--- config.mk ---
export PLATFORM = sky130hd
export DESIGN_NAME = eth_decap_core_flat
export DESIGN_NICKNAME = d
export VERILOG_FILES = /design/src/rtl/eth_decap_core_if.sv /design/src/rtl/eth_decap_core.sv /design/src/flat_wrapper.sv
export SDC_FILE = /design/constraint.sdc
export NUM_CORES = 1
export LEC_CHECK = 0
export CAP_MARGIN = 0
export CORE_ASPECT_RATIO = 2
export CORE_MARGIN = 5
export CORE_UTILIZATION = 35
export DETAILED_ROUTE_END_ITERATION = 8
export SYNTH_ARGS = -nofsm -noshare
export SYNTH_HDL_FRONTEND = slang
export SYNTH_SLANG_ARGS = --single-unit
--- constraint.sdc ---
create_clock -name eth_clk -period 6.46 [get_ports eth_clk]
set_clock_uncertainty 0.15 [all_clocks]
set_input_delay 0.646 -clock eth_clk [delete_from_list [all_inputs] [get_ports eth_clk]]
set_output_delay 0.646 -clock eth_clk [all_outputs]
set_load 0.01 [all_outputs]
--- src/rtl/eth_decap_core_if.sv ---
// RX AXI-stream beat bundle from the 10G MAC into the NetTLP decapsulator.
// The MAC drives (master); the decapsulator only observes (slave). No tready exists.
interface eth_decap_core_if;
    logic        eth_tvalid;
    logic        eth_tlast;
    logic [7:0]  eth_tkeep;
    logic [63:0] eth_tdata;
    logic        eth_tuser;

    modport master (output eth_tvalid, eth_tlast, eth_tkeep, eth_tdata, eth_tuser);
    modport slave  (input  eth_tvalid, eth_tlast, eth_tkeep, eth_tdata, eth_tuser);
endinterface

--- src/rtl/eth_decap_core.sv ---
// NetTLP receive decapsulator: validates the 48-byte Eth/IPv4/UDP/NetTLP header and steers
// payload to the TLP FIFO or one command qword to the command FIFO. Define ETH_DECAP_IPCHECK_EN to verify the IP checksum.
module eth_decap_core #(
    parameter logic [15:0] eth_proto = 16'h0800,
    parameter int unsigned sync_idle = 16
) (
    input  logic        eth_clk,
    input  logic        eth_rst,
    eth_decap_core_if.slave rx,
    input  logic [47:0] adapter_reg_srcmac,
    input  logic [31:0] adapter_reg_srcip,
    output logic        tlp_wr_en,
    output logic [63:0] tlp_din_tdata,
    output logic [7:0]  tlp_din_tkeep,
    output logic        tlp_din_tlast,
    output logic        tlp_din_terr,
    input  logic        tlp_full,
    input  logic        tlp_prog_full,
    output logic        cmd_wr_en,
    output logic [63:0] cmd_din,
    input  logic        cmd_full,
    output logic [31:0] stat_rx_ok,
    output logic [31:0] stat_rx_drop,
    output logic [31:0] stat_ovf,
    output logic [15:0] last_seq
);
    localparam logic [15:0] UDP_PORT_NETTLP_MR  = 16'h3000;
    localparam logic [15:0] UDP_PORT_NETTLP_CPL = 16'h4000;
    localparam logic [15:0] UDP_NETTLP_CMD_PORT = 16'h5000;
    localparam logic [15:0] SYNC_LAST = 16'(sync_idle - 1);

    typedef enum logic [2:0] {RX_SYNC, RX_HDR, RX_TLP, RX_CMD, RX_DROP} rx_state_t;
    rx_state_t state, state_n;

    logic [2:0]  hdr_cnt, hdr_cnt_n;
    logic        hdr_bad, hdr_bad_n, cls_tlp, cls_tlp_n;
    logic [15:0] idle_cnt, idle_cnt_n;
    logic        err_pend, err_pend_n, term_pend, term_pend_n, cmd_done, cmd_done_n;
    logic        beat, tlast, beat_bad, dport_tlp, dport_cmd, csum_bad;
    logic [63:0] d, d_swap;
    logic [47:0] dst_mac;
    logic [15:0] dport;

    logic        tlp_wr_en_n, tlp_last_n, tlp_err_n, cmd_wr_en_n;
    logic [63:0] tlp_data_n, cmd_din_n;
    logic [7:0]  tlp_keep_n;
    logic [15:0] last_seq_n;
    logic        ok_inc, drop_inc, ovf_inc;

    function automatic logic [31:0] bswap32(input logic [31:0] x);
        return {x[7:0], x[15:8], x[23:16], x[31:24]};
    endfunction

    assign beat    = rx.eth_tvalid;
    assign tlast   = rx.eth_tlast;
    assign d       = rx.eth_tdata;
    assign d_swap  = {bswap32(d[63:32]), bswap32(d[31:0])};
    assign dst_mac = {d[7:0], d[15:8], d[23:16], d[31:24], d[39:32], d[47:40]};
    assign dport   = {d[39:32], d[47:40]};

    always_comb begin
        dport_tlp = (dport >= UDP_PORT_NETTLP_MR  && dport <= UDP_PORT_NETTLP_MR  + 16'd15) ||
                    (dport >= UDP_PORT_NETTLP_CPL && dport <= UDP_PORT_NETTLP_CPL + 16'd255);
        dport_cmd = (dport == UDP_NETTLP_CMD_PORT);
        beat_bad  = 1'b0;
        case (hdr_cnt)
            3'd0: beat_bad = !(dst_mac == adapter_reg_srcmac || dst_mac == '1);
            3'd1: beat_bad = ({d[39:32], d[47:40]} != eth_proto) || (d[55:48] != 8'h45);
            3'd2: beat_bad = (d[63:56] != 8'd17);
            3'd3: beat_bad = ({d[55:48], d[63:56]} != adapter_reg_srcip[31:16]);
            3'd4: beat_bad = ({d[7:0], d[15:8]} != adapter_reg_srcip[15:0]) || !(dport_tlp || dport_cmd);
            default: beat_bad = 1'b0;
        endcase
    end

`ifdef ETH_DECAP_IPCHECK_EN
    logic [15:0] csum, csum_n;

    function automatic logic [15:0] oc_add(input logic [15:0] a, input logic [15:0] b);
        logic [16:0] s;
        s = {1'b0, a} + {1'b0, b};
        return s[15:0] + {15'd0, s[16]};
    endfunction

    // IP header spans q1 word 3, all of q2 and q3, and q4 word 0.
    always_comb begin
        csum_n = (hdr_cnt == 3'd0) ? '0 : csum;
        for (int unsigned k = 0; k < 4; k++) begin
            if ((hdr_cnt == 3'd1 && k == 3) || hdr_cnt == 3'd2 || hdr_cnt == 3'd3 ||
                (hdr_cnt == 3'd4 && k == 0))
                csum_n = oc_add(csum_n, {d[16*k +: 8], d[16*k+8 +: 8]});
        end
        csum_bad = (hdr_cnt == 3'd4) && (csum_n != 16'hFFFF);
    end

    always_ff @(posedge eth_clk) begin
        if (eth_rst)
            csum <= '0;
        else if (state == RX_HDR && beat)
            csum <= csum_n;
    end
`else
    assign csum_bad = 1'b0;
`endif

    always_ff @(posedge eth_clk) begin
        if (eth_rst) begin
            state    <= RX_SYNC;
            hdr_cnt  <= '0;
            hdr_bad  <= 1'b0;
            cls_tlp  <= 1'b0;
            idle_cnt <= '0;
        end else begin
            state    <= state_n;
            hdr_cnt  <= hdr_cnt_n;
            hdr_bad  <= hdr_bad_n;
            cls_tlp  <= cls_tlp_n;
            idle_cnt <= idle_cnt_n;
        end
    end

    always_comb begin
        state_n    = state;
        hdr_cnt_n  = hdr_cnt;
        hdr_bad_n  = hdr_bad;
        cls_tlp_n  = cls_tlp;
        idle_cnt_n = '0;
        case (state)
            RX_SYNC: begin
                if (beat) begin
                    if (tlast) state_n = RX_HDR;
                end else if (idle_cnt == SYNC_LAST) begin
                    state_n = RX_HDR;
                end else begin
                    idle_cnt_n = idle_cnt + 16'd1;
                end
                hdr_cnt_n = '0;
            end
            RX_HDR: if (beat) begin
                hdr_bad_n = ((hdr_cnt == 3'd0) ? 1'b0 : hdr_bad) | beat_bad | csum_bad;
                if (hdr_cnt == 3'd4) cls_tlp_n = dport_tlp;
                if (tlast) begin
                    hdr_cnt_n = '0;
                end else if (hdr_cnt == 3'd5) begin
                    hdr_cnt_n = '0;
                    if (hdr_bad)                      state_n = RX_DROP;
                    else if (cls_tlp && tlp_prog_full) state_n = RX_DROP;
                    else if (cls_tlp)                 state_n = RX_TLP;
                    else                              state_n = RX_CMD;
                end else begin
                    hdr_cnt_n = hdr_cnt + 3'd1;
                end
            end
            RX_TLP, RX_CMD, RX_DROP: if (beat && tlast) state_n = RX_HDR;
            default: state_n = RX_SYNC;
        endcase
    end

    // A pending terminator takes the write slot first; a payload beat colliding with it is treated as lost.
    always_comb begin
        tlp_wr_en_n = 1'b0;
        tlp_data_n  = tlp_din_tdata;
        tlp_keep_n  = tlp_din_tkeep;
        tlp_last_n  = tlp_din_tlast;
        tlp_err_n   = tlp_din_terr;
        cmd_wr_en_n = 1'b0;
        cmd_din_n   = cmd_din;
        last_seq_n  = last_seq;
        err_pend_n  = err_pend;
        term_pend_n = term_pend;
        cmd_done_n  = cmd_done;
        ok_inc      = 1'b0;
        drop_inc    = 1'b0;
        ovf_inc     = 1'b0;

        if (term_pend && !tlp_full) begin
            tlp_wr_en_n = 1'b1;
            tlp_data_n  = '0;
            tlp_keep_n  = '0;
            tlp_last_n  = 1'b1;
            tlp_err_n   = 1'b1;
            term_pend_n = 1'b0;
            err_pend_n  = 1'b0;
        end

        case (state)
            RX_HDR: if (beat) begin
                if (tlast) drop_inc = 1'b1;
                else if (hdr_cnt == 3'd5 && (state_n == RX_TLP || state_n == RX_CMD)) begin
                    last_seq_n = {d[23:16], d[31:24]};
                    cmd_done_n = 1'b0;
                end
            end
            RX_TLP: if (beat) begin
                if (tlp_full || term_pend) begin
                    ovf_inc    = 1'b1;
                    err_pend_n = 1'b1;
                    if (tlast) term_pend_n = 1'b1;
                end else begin
                    tlp_wr_en_n = 1'b1;
                    tlp_data_n  = d_swap;
                    tlp_keep_n  = rx.eth_tkeep;
                    tlp_last_n  = tlast;
                    tlp_err_n   = err_pend | (tlast & rx.eth_tuser);
                    err_pend_n  = 1'b0;
                end
                if (tlast) begin
                    ok_inc   = !rx.eth_tuser;
                    drop_inc = rx.eth_tuser;
                end
            end
            RX_CMD: if (beat) begin
                if (!cmd_done) begin
                    cmd_done_n = 1'b1;
                    if (cmd_full) ovf_inc = 1'b1;
                    else begin
                        cmd_wr_en_n = 1'b1;
                        cmd_din_n   = d_swap;
                    end
                end
                if (tlast) begin
                    ok_inc   = !rx.eth_tuser;
                    drop_inc = rx.eth_tuser;
                end
            end
            RX_DROP: if (beat && tlast) drop_inc = 1'b1;
            default: ;
        endcase
    end

    always_ff @(posedge eth_clk) begin
        if (eth_rst) begin
            tlp_wr_en     <= 1'b0;
            tlp_din_tdata <= '0;
            tlp_din_tkeep <= '0;
            tlp_din_tlast <= 1'b0;
            tlp_din_terr  <= 1'b0;
            cmd_wr_en     <= 1'b0;
            cmd_din       <= '0;
            stat_rx_ok    <= '0;
            stat_rx_drop  <= '0;
            stat_ovf      <= '0;
            last_seq      <= '0;
            err_pend      <= 1'b0;
            term_pend     <= 1'b0;
            cmd_done      <= 1'b0;
        end else begin
            tlp_wr_en     <= tlp_wr_en_n;
            tlp_din_tdata <= tlp_data_n;
            tlp_din_tkeep <= tlp_keep_n;
            tlp_din_tlast <= tlp_last_n;
            tlp_din_terr  <= tlp_err_n;
            cmd_wr_en     <= cmd_wr_en_n;
            cmd_din       <= cmd_din_n;
            stat_rx_ok    <= stat_rx_ok + {31'd0, ok_inc};
            stat_rx_drop  <= stat_rx_drop + {31'd0, drop_inc};
            stat_ovf      <= stat_ovf + {31'd0, ovf_inc};
            last_seq      <= last_seq_n;
            err_pend      <= err_pend_n;
            term_pend     <= term_pend_n;
            cmd_done      <= cmd_done_n;
        end
    end
endmodule
--- src/flat_wrapper.sv ---
// flat-port wrapper written by rule: the top's interface ports become plain ports
module eth_decap_core_flat 
#(
    parameter logic [15:0] eth_proto = 16'h0800,
    parameter int unsigned sync_idle = 16
)
  (eth_clk, eth_rst, adapter_reg_srcmac, adapter_reg_srcip, tlp_wr_en, tlp_din_tdata, tlp_din_tkeep, tlp_din_tlast, tlp_din_terr, tlp_full, tlp_prog_full, cmd_wr_en, cmd_din, cmd_full, stat_rx_ok, stat_rx_drop, stat_ovf, last_seq, rx_eth_tvalid, rx_eth_tlast, rx_eth_tkeep, rx_eth_tdata, rx_eth_tuser);
  eth_decap_core_if rx_i ();
  input  logic eth_clk;
  input  logic eth_rst;
  input  logic [47:0] adapter_reg_srcmac;
  input  logic [31:0] adapter_reg_srcip;
  output logic tlp_wr_en;
  output logic [63:0] tlp_din_tdata;
  output logic [7:0] tlp_din_tkeep;
  output logic tlp_din_tlast;
  output logic tlp_din_terr;
  input  logic tlp_full;
  input  logic tlp_prog_full;
  output logic cmd_wr_en;
  output logic [63:0] cmd_din;
  input  logic cmd_full;
  output logic [31:0] stat_rx_ok;
  output logic [31:0] stat_rx_drop;
  output logic [31:0] stat_ovf;
  output logic [15:0] last_seq;
  input wire logic [$bits(rx_i.eth_tvalid)-1:0] rx_eth_tvalid;
  input wire logic [$bits(rx_i.eth_tlast)-1:0] rx_eth_tlast;
  input wire logic [$bits(rx_i.eth_tkeep)-1:0] rx_eth_tkeep;
  input wire logic [$bits(rx_i.eth_tdata)-1:0] rx_eth_tdata;
  input wire logic [$bits(rx_i.eth_tuser)-1:0] rx_eth_tuser;
  assign rx_i.eth_tvalid = rx_eth_tvalid;
  assign rx_i.eth_tlast = rx_eth_tlast;
  assign rx_i.eth_tkeep = rx_eth_tkeep;
  assign rx_i.eth_tdata = rx_eth_tdata;
  assign rx_i.eth_tuser = rx_eth_tuser;
  eth_decap_core #(.eth_proto(eth_proto), .sync_idle(sync_idle)) u_core (.eth_clk(eth_clk), .eth_rst(eth_rst), .rx(rx_i), .adapter_reg_srcmac(adapter_reg_srcmac), .adapter_reg_srcip(adapter_reg_srcip), .tlp_wr_en(tlp_wr_en), .tlp_din_tdata(tlp_din_tdata), .tlp_din_tkeep(tlp_din_tkeep), .tlp_din_tlast(tlp_din_tlast), .tlp_din_terr(tlp_din_terr), .tlp_full(tlp_full), .tlp_prog_full(tlp_prog_full), .cmd_wr_en(cmd_wr_en), .cmd_din(cmd_din), .cmd_full(cmd_full), .stat_rx_ok(stat_rx_ok), .stat_rx_drop(stat_rx_drop), .stat_ovf(stat_ovf), .last_seq(last_seq));
endmodule
* Word-level counts from Yosys, hierarchy flattened *
Index checks and enable logic that the tools add are counted.

cells by class
  $add $sub $neg = 5
  multipliers = 0
  divide/modulo/power cells = 0
  magnitude comparators = 4
  eq/ne operators = 24
  shift operators = 0
  muxes and demuxes = 66
  bitwise logic cells = 9
  reduce and logical (&&, ||, !) cells = 31

operator list
  cell                   count
  $mux 64                4
  $add 32x1->32          3
  $eq 48x48->1           1
  $eq 48x48->1 const B   1
  $mux 1                 40
  $mux 3                 12
  $mux 8                 4
  $ne 16x16->1           2
  $eq 3x2->1 const B     6
  $add 16x1->16 const B  1
  $eq 16x15->1 const B   1
  $eq 16x4->1 const B    1
  $ge 16x14->1 const B   1
  $ge 16x15->1 const B   1
  $le 16x14->1 const B   1
  $le 16x15->1 const B   1
  $ne 16x12->1 const B   1
  $eq 3x3->1 const B     3
  $pmux 3 s3             1
  $ne 8x5->1 const B     1
  $ne 8x7->1 const B     1
  $reduce_and 4->1       2
  $reduce_or 4->1        2
  $logic_or 1x1->1       7
  20 further kinds       41

storage, ports and cells
  flip-flop bits (word level) = 279
  bits in latches = 0
  memory bits (writable) = 0
  memory bits (read-only) = 0
  input port bits = 160
  output and inout port bits = 252
  memories kept = 0

* Depth between registers and ports, before layout *
  word-level depth = 14
  mapped depth = 12

* Least setup slack after synthesis *
No wires, ideal clock.

  path kind = in2reg
  start point = input rx_eth_tvalid
  end point = register u_core.stat_rx_ok[26]
  library setup time = 0.070 ns
  arrival = 3.203 ns
  path slack = 3.036 ns
  stages on the path = 12
  cell sequence = clkbuf_1 nand2_1 nor4b_1 ha_1 ha_1 and2_1 clkbuf_1 nand2_1 or4_1 clkbuf_1 or3_1 a21oi_1

on the way
  longest elaborated chain between the ends = 3

ends and longest elaborated chain
  element               line                   source
  start, declared       flat_wrapper.sv:27     input wire logic [$bits(rx_i.eth_tvalid)-1:0] rx_eth_tvalid;
  $mux 1                eth_decap_core.sv:212  RX_CMD: if (beat) begin
  $mux 1                n/a
  $add 32x1->32         eth_decap_core.sv:255  stat_rx_ok <= stat_rx_ok + {31'd0, ok_inc};
  end signal, assigned  eth_decap_core.sv:255
  end, declared         eth_decap_core.sv:22   output logic [31:0] stat_rx_ok,

No other way between the ends.
A chain may end at the register's enable or synchronous reset.

* Worst setup path after layout *
  start point = input rx_eth_tvalid
  end point = register u_core.stat_rx_ok[30]

The elaborated chain is that of the path after synthesis.

==> impl_table.tex <==
\begin{tabular}{lr}
\hline
Metric & Value \\
\hline
\multicolumn{2}{l}{\textbf{Outcome}} \\
Status & complete, no violations \\
\multicolumn{2}{l}{\textbf{Critical path}} \\
CP Capture Point & u\_core.stat\_rx\_ok[30] \\
Worst reg2reg path startpoint & u\_core.state[0] \\
Reg2Reg Capture Point & u\_core.stat\_rx\_drop[28] \\
Cells along the critical path & clkdlybuf4s50\_1, nand2\_1, nor4b\_1, ha\_1, ha\_1, and2\_1, nand2\_1, or4\_1, or3\_1, a21oi\_1 \\
Data arrival time of the critical path & between 4000 and 5000 ps \\
Worst Setup Path Type & in2reg \\
Required time of the critical path & 6800 ps \\
Endpoint type of the worst setup path & register \\
Critical path fanouts, max & 13 \\
Type of origin of the critical path & input port \\
Timing startpoint of the critical path & rx\_eth\_tvalid \\
Crit path largest cell delay & approximately 690 ps \\
Reg2reg path depth & 11 \\
Flop-to-flop setup slack & around 3200 ps \\
Highest-delay cell along the critical path & sky130\_fd\_sc\_hd\_\_clkdlybuf4s50\_1 \\
\multicolumn{2}{l}{\textbf{Placement}} \\
Total placed instance area & between 0.015 and 0.02 sq mm \\
Detailed-placement wirelength estimate & $\sim$36000 microns \\
Setup Slack @ Placement & about 2200 ps \\
GP Congestion & just under 0.9 \\
Inst Count DP & 2158 \\
I/O Buffers & around 400 \\
\multicolumn{2}{l}{\textbf{STA}} \\
Final min period & approximately 3700 ps \\
Final number of hold-violating endpoints & 0 \\
Highest achievable clock rate & $\sim$0.27 GHz \\
Setup TNS & 0 ps \\
Portion of the clock cycle consumed by the worst path in the final layout & between 50\% and 60\% \\
Worst max-slew margin expressed relative to the limit & between 30\% and 40\% \\
Setup violations, final & 0 \\
Final Worst Setup Slack & about 2800 ps \\
RSZ-0062 raised after global routing & no \\
Worst hold slack after final layout & about 300 ps \\
Number of max-slew violations in the final report & 0 \\
Slew of the pin with the lowest slew margin & slightly below 1000 ps \\
\multicolumn{2}{l}{\textbf{Global route}} \\
Total global routing track utilization & about a quarter \\
Gr ovfl total & 0 \\
Number of global-route vias before repair & approximately 11000 \\
Largest net degree at the start of global routing & 95 \\
Global-route wire length before repair & around 70000 microns \\
Initial antenna violation count & 1 \\
\multicolumn{2}{l}{\textbf{Clocking}} \\
\# resized after CTS & 0 \\
Clock root buffer master & sky130\_fd\_sc\_hd\_\_clkbuf\_16 \\
Total setup buffers inserted after CTS & 0 \\
Clock Sink Count & between 200 and 300 \\
Number of buffers created by CTS & 28 \\
Number of buffers on the longest clock path & 3 \\
Clk Latency, worst-skew pair & about 570 ps \\
Clock tree from TritonCTS & done \\
Clock slew at the register clock pins of the worst setup and hold paths & 60 ps \\
Hold-fix buffer count after cts & 0 \\
Clock H-tree levels & 1 \\
\multicolumn{2}{l}{\textbf{Power}} \\
Sequential cell fraction of total power & between 40\% and 50\% \\
Switching fraction of total power & 23.7\% \\
Final total power & approximately 3.7 mW \\
Peak supply drop & around 240 uV \\
Internal & between 2 and 3 mW \\
Power Density & approximately 210 mW/mm\^{}2 \\
Proportion of power drawn by the clock network & between 40 and 50\% \\
NetSw & around 0.87 mW \\
Relative contribution of combinational cells to total power & roughly 6.9\% \\
Static power due to leakage & roughly 5.8 nW \\
\multicolumn{2}{l}{\textbf{Die}} \\
Total I/O pin count & 412 \\
Starting density of the core & approximately a third \\
Core Region & $\sim$0.034 sq mm \\
Floorplan die width & 140 microns \\
Die outline height & 270 microns \\
Row count & 95 \\
Die Footprint & 0.0377 sq mm \\
\multicolumn{2}{l}{\textbf{Synth}} \\
Number of flops mapped to enable cells by yosys & 0 \\
Post-Synthesis Cells & approximately 1400 \\
Netlist area before placement & 0.0118 sq mm \\
Leading register cell type out of synthesis & sky130\_fd\_sc\_hd\_\_dfxtp\_1 \\
Post-Syn Nets & approximately 1500 \\
Warnings from Yosys & 0 \\
Seq cells post-synth & approximately 280 \\
Number of distinct standard cells referenced by the synthesized netlist & 53 \\
Average instance area after synthesis & $\sim$8.6 sq um \\
Portion of the post-synthesis area used by sequential elements & between 40\% and 50\% \\
Share of flip-flops with an asynchronous set or reset after synthesis & 0\% \\
\multicolumn{2}{l}{\textbf{Layout}} \\
Commonest non-fill, non-tap cell in the layout & sky130\_fd\_sc\_hd\_\_clkdlybuf4s50\_1 \\
Commonest cells after routing, fill and taps aside & sky130\_fd\_sc\_hd\_\_clkdlybuf4s50\_1, sky130\_fd\_sc\_hd\_\_dfxtp\_1, sky130\_fd\_sc\_hd\_\_nand2\_1, sky130\_fd\_sc\_hd\_\_nor2\_1, sky130\_fd\_sc\_hd\_\_xor2\_1 \\
Layout fillers & 3274 \\
Finished Cell Area & between 0.015 and 0.02 sq mm \\
Register area & around 0.0056 sq mm \\
Number of nets in the finished design & 1920 \\
Non-filler cells in the finished layout & 2212 \\
Share of post-route cells with drive strength above 1 & $\sim$4.3\% \\
Final core occ & between 50\% and 60\% \\
Area of combinational cells with multiple inputs & roughly 0.0059 sq mm \\
Synth-to-layout area growth & 46.2\% \\
\multicolumn{2}{l}{\textbf{Drt}} \\
DRC & 0 \\
Number of nets with antenna violations after detailed routing & 0 \\
Wirelength, routed & around 47000 microns \\
Average detailed-routed wire length per instance & about 21 microns \\
Total number of vias & between 10000 and 15000 \\
Vias per std cell & 5.17 \\
Drt initial violations & 620 \\
Total iterations of the first detailed-routing run & 4 \\
\multicolumn{2}{l}{\textbf{Run}} \\
Count of maximum capacitance violations & 0 \\
\multicolumn{2}{l}{\textbf{Hold path}} \\
Min-Delay Path Class & reg2reg \\
\hline
\end{tabular}
state kept, by name (all words and copies together), names as in the netlist, 3 cells and up:
signal,cells
u_core.cmd_din,64
u_core.hdr_cnt,3
u_core.idle_cnt,16
u_core.last_seq,16
u_core.stat_ovf,32
u_core.stat_rx_drop,32
u_core.stat_rx_ok,32
u_core.state,3
u_core.tlp_din_tdata,64
u_core.tlp_din_tkeep,8
worst max-delay path, delay by kind of cell:
| kind | cells | cell delay [ps] |
|---|---|---|
| simple gates | 6 | 2020 |
| buf+inv | 1 | 690 |
| compound gates | 1 | 150 |
| fa+ha+maj | 2 | 500 |
cells in the mapped netlist (3+ instances only):
cell type	number	share of area (%)
sky130_fd_sc_hd__and2_1	8	0.42
sky130_fd_sc_hd__nand2_1	191	6.1
sky130_fd_sc_hd__o41ai_1	3	0.22
sky130_fd_sc_hd__xor2_1	115	8.5
sky130_fd_sc_hd__a21oi_1	112	4.8
sky130_fd_sc_hd__nor4b_1	5	0.37
sky130_fd_sc_hd__nor3_1	17	0.72
sky130_fd_sc_hd__nor2_1	166	5.3
sky130_fd_sc_hd__ha_1	8	0.85
sky130_fd_sc_hd__dfxtp_1	279	47
sky130_fd_sc_hd__o21ai_0	22	0.93
sky130_fd_sc_hd__or3_1	23	1.2
sky130_fd_sc_hd__and4_1	13	0.97
sky130_fd_sc_hd__o21ai_1	4	0.17
sky130_fd_sc_hd__and3_1	16	0.85
sky130_fd_sc_hd__mux2i_1	16	1.4
sky130_fd_sc_hd__a22o_1	18	1.3
sky130_fd_sc_hd__a211oi_1	4	0.25
sky130_fd_sc_hd__or4_1	3	0.19
sky130_fd_sc_hd__o22ai_1	42	2.2
sky130_fd_sc_hd__xnor2_1	47	3.5
sky130_fd_sc_hd__nor2b_1	9	0.48
sky130_fd_sc_hd__buf_2	4	0.17
sky130_fd_sc_hd__clkbuf_1	67	2.1
sky130_fd_sc_hd__nor4_1	33	1.8
sky130_fd_sc_hd__inv_1	12	0.38
sky130_fd_sc_hd__nand4_1	52	2.8
sky130_fd_sc_hd__nand3_1	52	2.2
routing by layer:
metal	vias up	routed length (microns)	GRT usage (%)
li1	5534	-	-
met1	5391	16500	24.9
met2	421	24600	44.3
met3	91	3400	5.27
met4	0	2410	11.1
met5	-	0	0
power groups by stage:
stage / logic, mW / registers [mW] / clock network, mW
after floorplan: 0.0772 / 1.76 / 0
after global placement: 0.254 / 1.76 / 0
after detailed placement: 0.255 / 1.76 / 0
after CTS: 0.256 / 1.72 / 1.76
after global routing: 0.269 / 1.72 / 1.82
final: 0.254 / 1.72 / 1.71
worst min path at each step:
stage                             from            endpoint  slack, ps  cells past startpoint
finish              u_core.idle_cnt[0]  u_core.idle_cnt[0]        300                      1
global route        u_core.idle_cnt[0]  u_core.idle_cnt[0]        310                      1
CTS                 u_core.idle_cnt[0]  u_core.idle_cnt[0]        290                      1
detailed placement  u_core.idle_cnt[0]  u_core.idle_cnt[0]        280                      1
global placement    u_core.idle_cnt[0]  u_core.idle_cnt[0]        280                      1
floorplan           u_core.idle_cnt[0]  u_core.idle_cnt[0]        260                      1
cell type report:
cell class	count	area share, %
Multi-Input combinational cell	1008	34.2
Sequential cell	279	32.4
Timing Repair Buffer	422	24.3
Clock buffer	36	4.47
Tap cell	436	3.16
Clock inverter	16	1.10
Inverter	13	0.283
Antenna cell	2	0.0290
logic make-up after synthesis:
logic type	after synthesis	share of synthesized area, %
AOI/OAI and AO/OA	214	10.5
xor gates and xnor gates	162	12.0
adders and majority gates	8	0.849
buffers and inverters	87	2.88
DFF	279	47.4
muxes	17	1.45
and+or+nand+nor	607	24.9
(Power assumes the default switching activity.)
==> edit 1: new RTL, same settings <==
Encoding of `rx_state_t`: now one-hot (5 bits for 5 states).
--- a/src/rtl/eth_decap_core.sv
+++ b/src/rtl/eth_decap_core.sv
@@ -30,5 +30,5 @@
     localparam logic [15:0] SYNC_LAST = 16'(sync_idle - 1);
 
-    typedef enum logic [2:0] {RX_SYNC, RX_HDR, RX_TLP, RX_CMD, RX_DROP} rx_state_t;
+    typedef enum logic [4:0] {RX_SYNC = 5'b00001, RX_HDR = 5'b00010, RX_TLP = 5'b00100, RX_CMD = 5'b01000, RX_DROP = 5'b10000} rx_state_t;
     rx_state_t state, state_n;
 
Behaviour: no difference found for any inputs over 4 cycles, from zero or initial values and one cycle with eth_rst high; so few cycles prove little.
==> edit 1 against the unedited design <==
- worst hold slack improved by 0.0068 ns
- sequential cell count rose by 2
- final area rose by 1.2%
- via count rose by 2.7%
- setup slack got worse by 0.28 ns
- global-route usage fell by 0.47 points
- cell count rose by 2.4%
- total power rose by 1.1%
- critical path depth rose by 1
- routed wire length barely moved
- area after synthesis rose by 1.8%
==> edit 1: results (changes against the unedited design) <==
| Metric | Value |
|---|---|
| Synth top cells by count | `dfxtp_1 (281), nor2_1 (193), nand2_1 (182)` |
| Filler cells | `3343 (+2.1%)` |
| Non-Filler Instances | `2265 (+2.4%)` |
| Leak Pwr | `5.87 nW (+0.69%)` |
| Post-CTS Setup Bufs | `0 (unchanged)` |
| Placed cell count | `2216 (+2.7%)` |
| Final nets | `1972 (+2.7%)` |
| Syn nets | `1596 (+3.5%)` |
| Antenna violations before repair | `0 (-1)` |
| Fraction of layout cells with a size suffix above 1 | `3.89% (-0.45 points)` |
| Arrival @ worst endpoint | `4.28 ns (+0.27 ns)` |
| Max VDD drop | `0.000190 V (-20%)` |
| Routed via count | `11800 (+2.7%)` |
| GPL Wtd Cong | `0.965 (+9.3%)` |
| Status | `finished, final reports clean` |
| Hold Crit Class | `reg2reg` |
| # resized after CTS | `0 (unchanged)` |
| Post-synth cell types | `54 (+1.9%)` |
| H-tree depth | `1 (unchanged)` |
| Async SR Flop Fraction | `0% (unchanged)` |
| Detailed Route Iter0 Violations | `486 (-22%)` |
| Port bufs | `411 (unchanged)` |
| CP Max Fanout | `5 (-8)` |
| CP max stage delay | `0.72 ns (+0.03 ns)` |
| Pre-antenna DRT Iters | `5 (+1)` |
| Yosys warns | `0 (unchanged)` |
| ANT cells | `0 (-2)` |
| Slowest-stage cell, CP | `nor4_1` |
| Top flop regs | `u_core.cmd_din (64), u_core.tlp_din_tdata (64)` |
| Top cells by area, synth | `dfxtp_1 (47%), xor2_1 (9.6%), nor2_1 (6.0%)` |
| Worst skew pair latency | `0.55 ns (-0.02 ns)` |
| Part of the Yosys area used for sequential elements | `46.9% (-0.50 points)` |
| Final hold violation count | `0 (unchanged)` |
| Slew headroom | `37.0% (+2.7 points)` |
| Total track usage | `23.3% (-0.47 points)` |
| First-pass GRT wire length | `69.3 mm (-1.2%)` |
| DP HPWL | `35.5 mm (-0.39%)` |
| Largest net degree at the start of global routing | `86 (-9.5%)` |
| Placed Area | `16500 um^2 (+1.3%)` |
| DRT Wirelength | `46.9 mm (about the same)` |
| Delay-heaviest family, CP | `simple AND/OR/NAND/NOR gates` |
| DP Worst Slack | `2.17 ns (-0.0321 ns)` |
| Clk buf depth | `3 (unchanged)` |
| TritonCTS Buffers | `27 (-3.6%)` |
| Clk slew on worst S/H paths | `0.06 ns (about the same)` |
| Mean Syn Cell Area | `8.40 um^2 (-2.1%)` |
==> edit 1: cell type report <==
type / instances / area (um^2) / area share (%)
clock buffers: 36 / 759 / 4.35
clock inverters: 13 / 209 / 1.20
inverters: 21 / 78.8 / 0.452
multi-input cells: 1052 / 6030 / 34.6
flip-flops and latches: 281 / 5630 / 32.2
well taps: 441 / 552 / 3.16
repair buffers: 421 / 4190 / 24.0
==> edit 1: power breakdown <==
group	internal, mW	switching, mW
Clock	1.03	0.710
Sequential	1.73	0.00137
Combinational	0.116	0.138
==> edit 1: worst register-to-register path: stages (launching register included) <==
cell       delay, ns
dfxtp_1         0.35
or3_1           0.48
nor3b_2         0.29
nor3_1          0.09
a2111oi_0       0.46
ha_1            0.26
ha_1            0.21
nand2_1         0.11
nor4_1          0.72
nand3_1         0.24
or3_1           0.39
a21oi_1         0.13
==> edit 1: kinds of logic (layout without fill, tap and decap cells) <==
family          Yosys count  count (layout)  share of synthesized area, %
fa+ha+maj                 9               9                         0.917
compound gates          183             183                          8.76
flops                   281             281                          46.9
mux                      18              18                          1.50
buf+inv                  95             491                          3.20
simple gates            680             680                          26.9
xor+xnor                162             162                          11.8
==> edit 1: per-layer routing <==
layer	GRT usage, %	share of wire (%)	routed length [um]	vias up
li1	-	-	-	5670
met1	23.0	34	15800	5522
met2	44.9	54	25400	459
met3	4.66	6.7	3170	100
met4	11.8	5.4	2560	0
met5	0	0	0	-
==> edit 1: path summary, 6_finish.rpt <==
kind                            from                   to  slack (ns)  cells past startpoint
setup / recovery     u_core.state[0]  u_core.stat_ovf[30]        2.51                     11
hold / removal    u_core.cmd_din[57]   u_core.cmd_din[57]        0.30                      2
setup reg to reg     u_core.state[0]  u_core.stat_ovf[30]        2.51                     11
hold reg to reg   u_core.cmd_din[57]   u_core.cmd_din[57]        0.30                      2
==> edit 2: new RTL, config.mk and constraints unchanged <==
Without the edit above. `eth_proto` is set to 16'h0800 in 2 places; all go to 16'h0600.
--- a/src/rtl/eth_decap_core.sv
+++ b/src/rtl/eth_decap_core.sv
@@ -2,5 +2,5 @@
 // payload to the TLP FIFO or one command qword to the command FIFO. Define ETH_DECAP_IPCHECK_EN to verify the IP checksum.
 module eth_decap_core #(
-    parameter logic [15:0] eth_proto = 16'h0800,
+    parameter logic [15:0] eth_proto = 16'h0600,
     parameter int unsigned sync_idle = 16
 ) (
--- a/src/flat_wrapper.sv
+++ b/src/flat_wrapper.sv
@@ -2,5 +2,5 @@
 module eth_decap_core_flat 
 #(
-    parameter logic [15:0] eth_proto = 16'h0800,
+    parameter logic [15:0] eth_proto = 16'h0600,
     parameter int unsigned sync_idle = 16
 )
Function: changed (a bounded check fails within 10 cycles, from zero or initial values and one cycle with eth_rst high).
==> edit 2 against the unedited design <==
- cell count down 0.68%
- final area about the same
- count of clock-buffer cells in the layout down 4
- total power up 1.9%
- setup slack better by 0.049 ns
- global-route usage down 0.25 points
- sequential power about the same
- sequential share of layout area about the same
- sequential cell count unchanged
- routed wire length down 0.99%
- area after synthesis up 0.13%
- critical endpoint unchanged
==> edit 2: results (changes against the unedited design) <==
| Metric | Value |
|---|---|
| Antenna violations before repair | `2 (+1)` |
| DP HPWL | `35.3 mm (-0.91%)` |
| Max VDD drop | `0.000204 V (-14%)` |
| CP Max Fanout | `10 (-3)` |
| R2R depth | `4 (-7)` |
| Pre-antenna DRT Iters | `5 (+1)` |
| Flop-to-flop setup slack | `3.15 ns (-0.05 ns)` |
| Final nets | `1908 (-0.63%)` |
| Cells after Synth | `1369 (-0.36%)` |
| WL/cell | `21.2 um (-0.32%)` |
| CP max stage delay | `0.64 ns (-0.05 ns)` |
| Filler cells | `3198 (-2.3%)` |
| Setup ws final | `2.84 ns (+0.0495 ns)` |
| Status | `finished, final reports clean` |
| R2R Path Start | `u_core.term_pend` |
| Post-synth cell types | `54 (+1.9%)` |
| Detailed Route Iter0 Violations | `515 (-17%)` |
| Synth top cells by count | `dfxtp_1 (279), nor2_1 (172), nand2_1 (168)` |
| GPL Wtd Cong | `0.838 (-5.0%)` |
| Worst slew pin tran | `1.31 ns (+0.323 ns)` |
| Fraction of layout cells with a size suffix above 1 | `4.32% (-0.022 points)` |
| Worst skew pair latency | `0.55 ns (-0.02 ns)` |
| Placed Area | `16200 um^2 (-0.18%)` |
| Syn nets | `1537 (-0.32%)` |
| Hold WS | `0.301 ns (+0.00564 ns)` |
| Non-Filler Instances | `2197 (-0.68%)` |
| Via/cell ratio | `5.15 (-0.42%)` |
| Total track usage | `23.5% (-0.25 points)` |
| Largest net degree at the start of global routing | `82 (-14%)` |
| Top cells by area, synth | `dfxtp_1 (47%), xnor2_1 (6.8%), xor2_1 (5.6%)` |
| Arrival @ worst endpoint | `3.88 ns (-0.13 ns)` |
| Part of the Yosys area used for sequential elements | `47.3% (-0.060 points)` |
-- edit 2: worst max path at each step --
stage	start	depth (start not counted)	to
detailed placement	rx_eth_tvalid	11	u_core.stat_rx_ok[30]
global route	rx_eth_tvalid	11	u_core.stat_rx_ok[28]
floorplan	rx_eth_tvalid	12	u_core.stat_rx_ok[30]
global placement	rx_eth_tvalid	11	u_core.stat_rx_ok[28]
finish	rx_eth_tvalid	11	u_core.stat_rx_ok[30]
CTS	rx_eth_tvalid	11	u_core.stat_rx_ok[30]
-- edit 2: area by class of cell --
type	count	area share, %
multi-input cells	996	34.2
flip-flops and latches	279	32.4
repair buffers	417	24.1
clock buffers	32	4.26
well taps	436	3.17
clock inverters	17	1.44
inverters	19	0.414
diodes	1	0.0145
-- edit 2: worst reg2reg max path: stages, from the launching register on --
cell and delay, ns:
dfxtp_2 0.85, inv_1 0.33, o21bai_2 1.01, a21oi_4 0.43, a22o_1 0.44
-- edit 2: power breakdown --
part	internal [mW]	switching [mW]
Clock	1.05	0.718
Combinational	0.126	0.135
Sequential	1.72	0.00300
-- edit 2: metal layers --
layer / GRT usage, % / part of all wire [%] / up-vias
met2: 43.5 / 53 / 387
met3: 6.42 / 7.7 / 95
met1: 24.1 / 34 / 5376
li1: - / - / 5452
met5: 0 / 0.028 / -
met4: 11.2 / 5.1 / 2
-- edit 2: kinds of logic (layout without fill, tap and decap cells) --
logic type / after synthesis / count (layout) / share of synthesized area [%]
multiplexers: 17 / 17 / 1.44
flip-flops: 279 / 279 / 47.3
adder cells (fa/ha/maj): 8 / 8 / 0.848
AND/OR/NAND/NOR: 610 / 610 / 24.8
AO/OA/AOI/OAI: 195 / 195 / 10.1
other: 0 / 1 / 0
buffers and inverters: 94 / 485 / 3.24
XOR/XNOR: 166 / 166 / 12.3
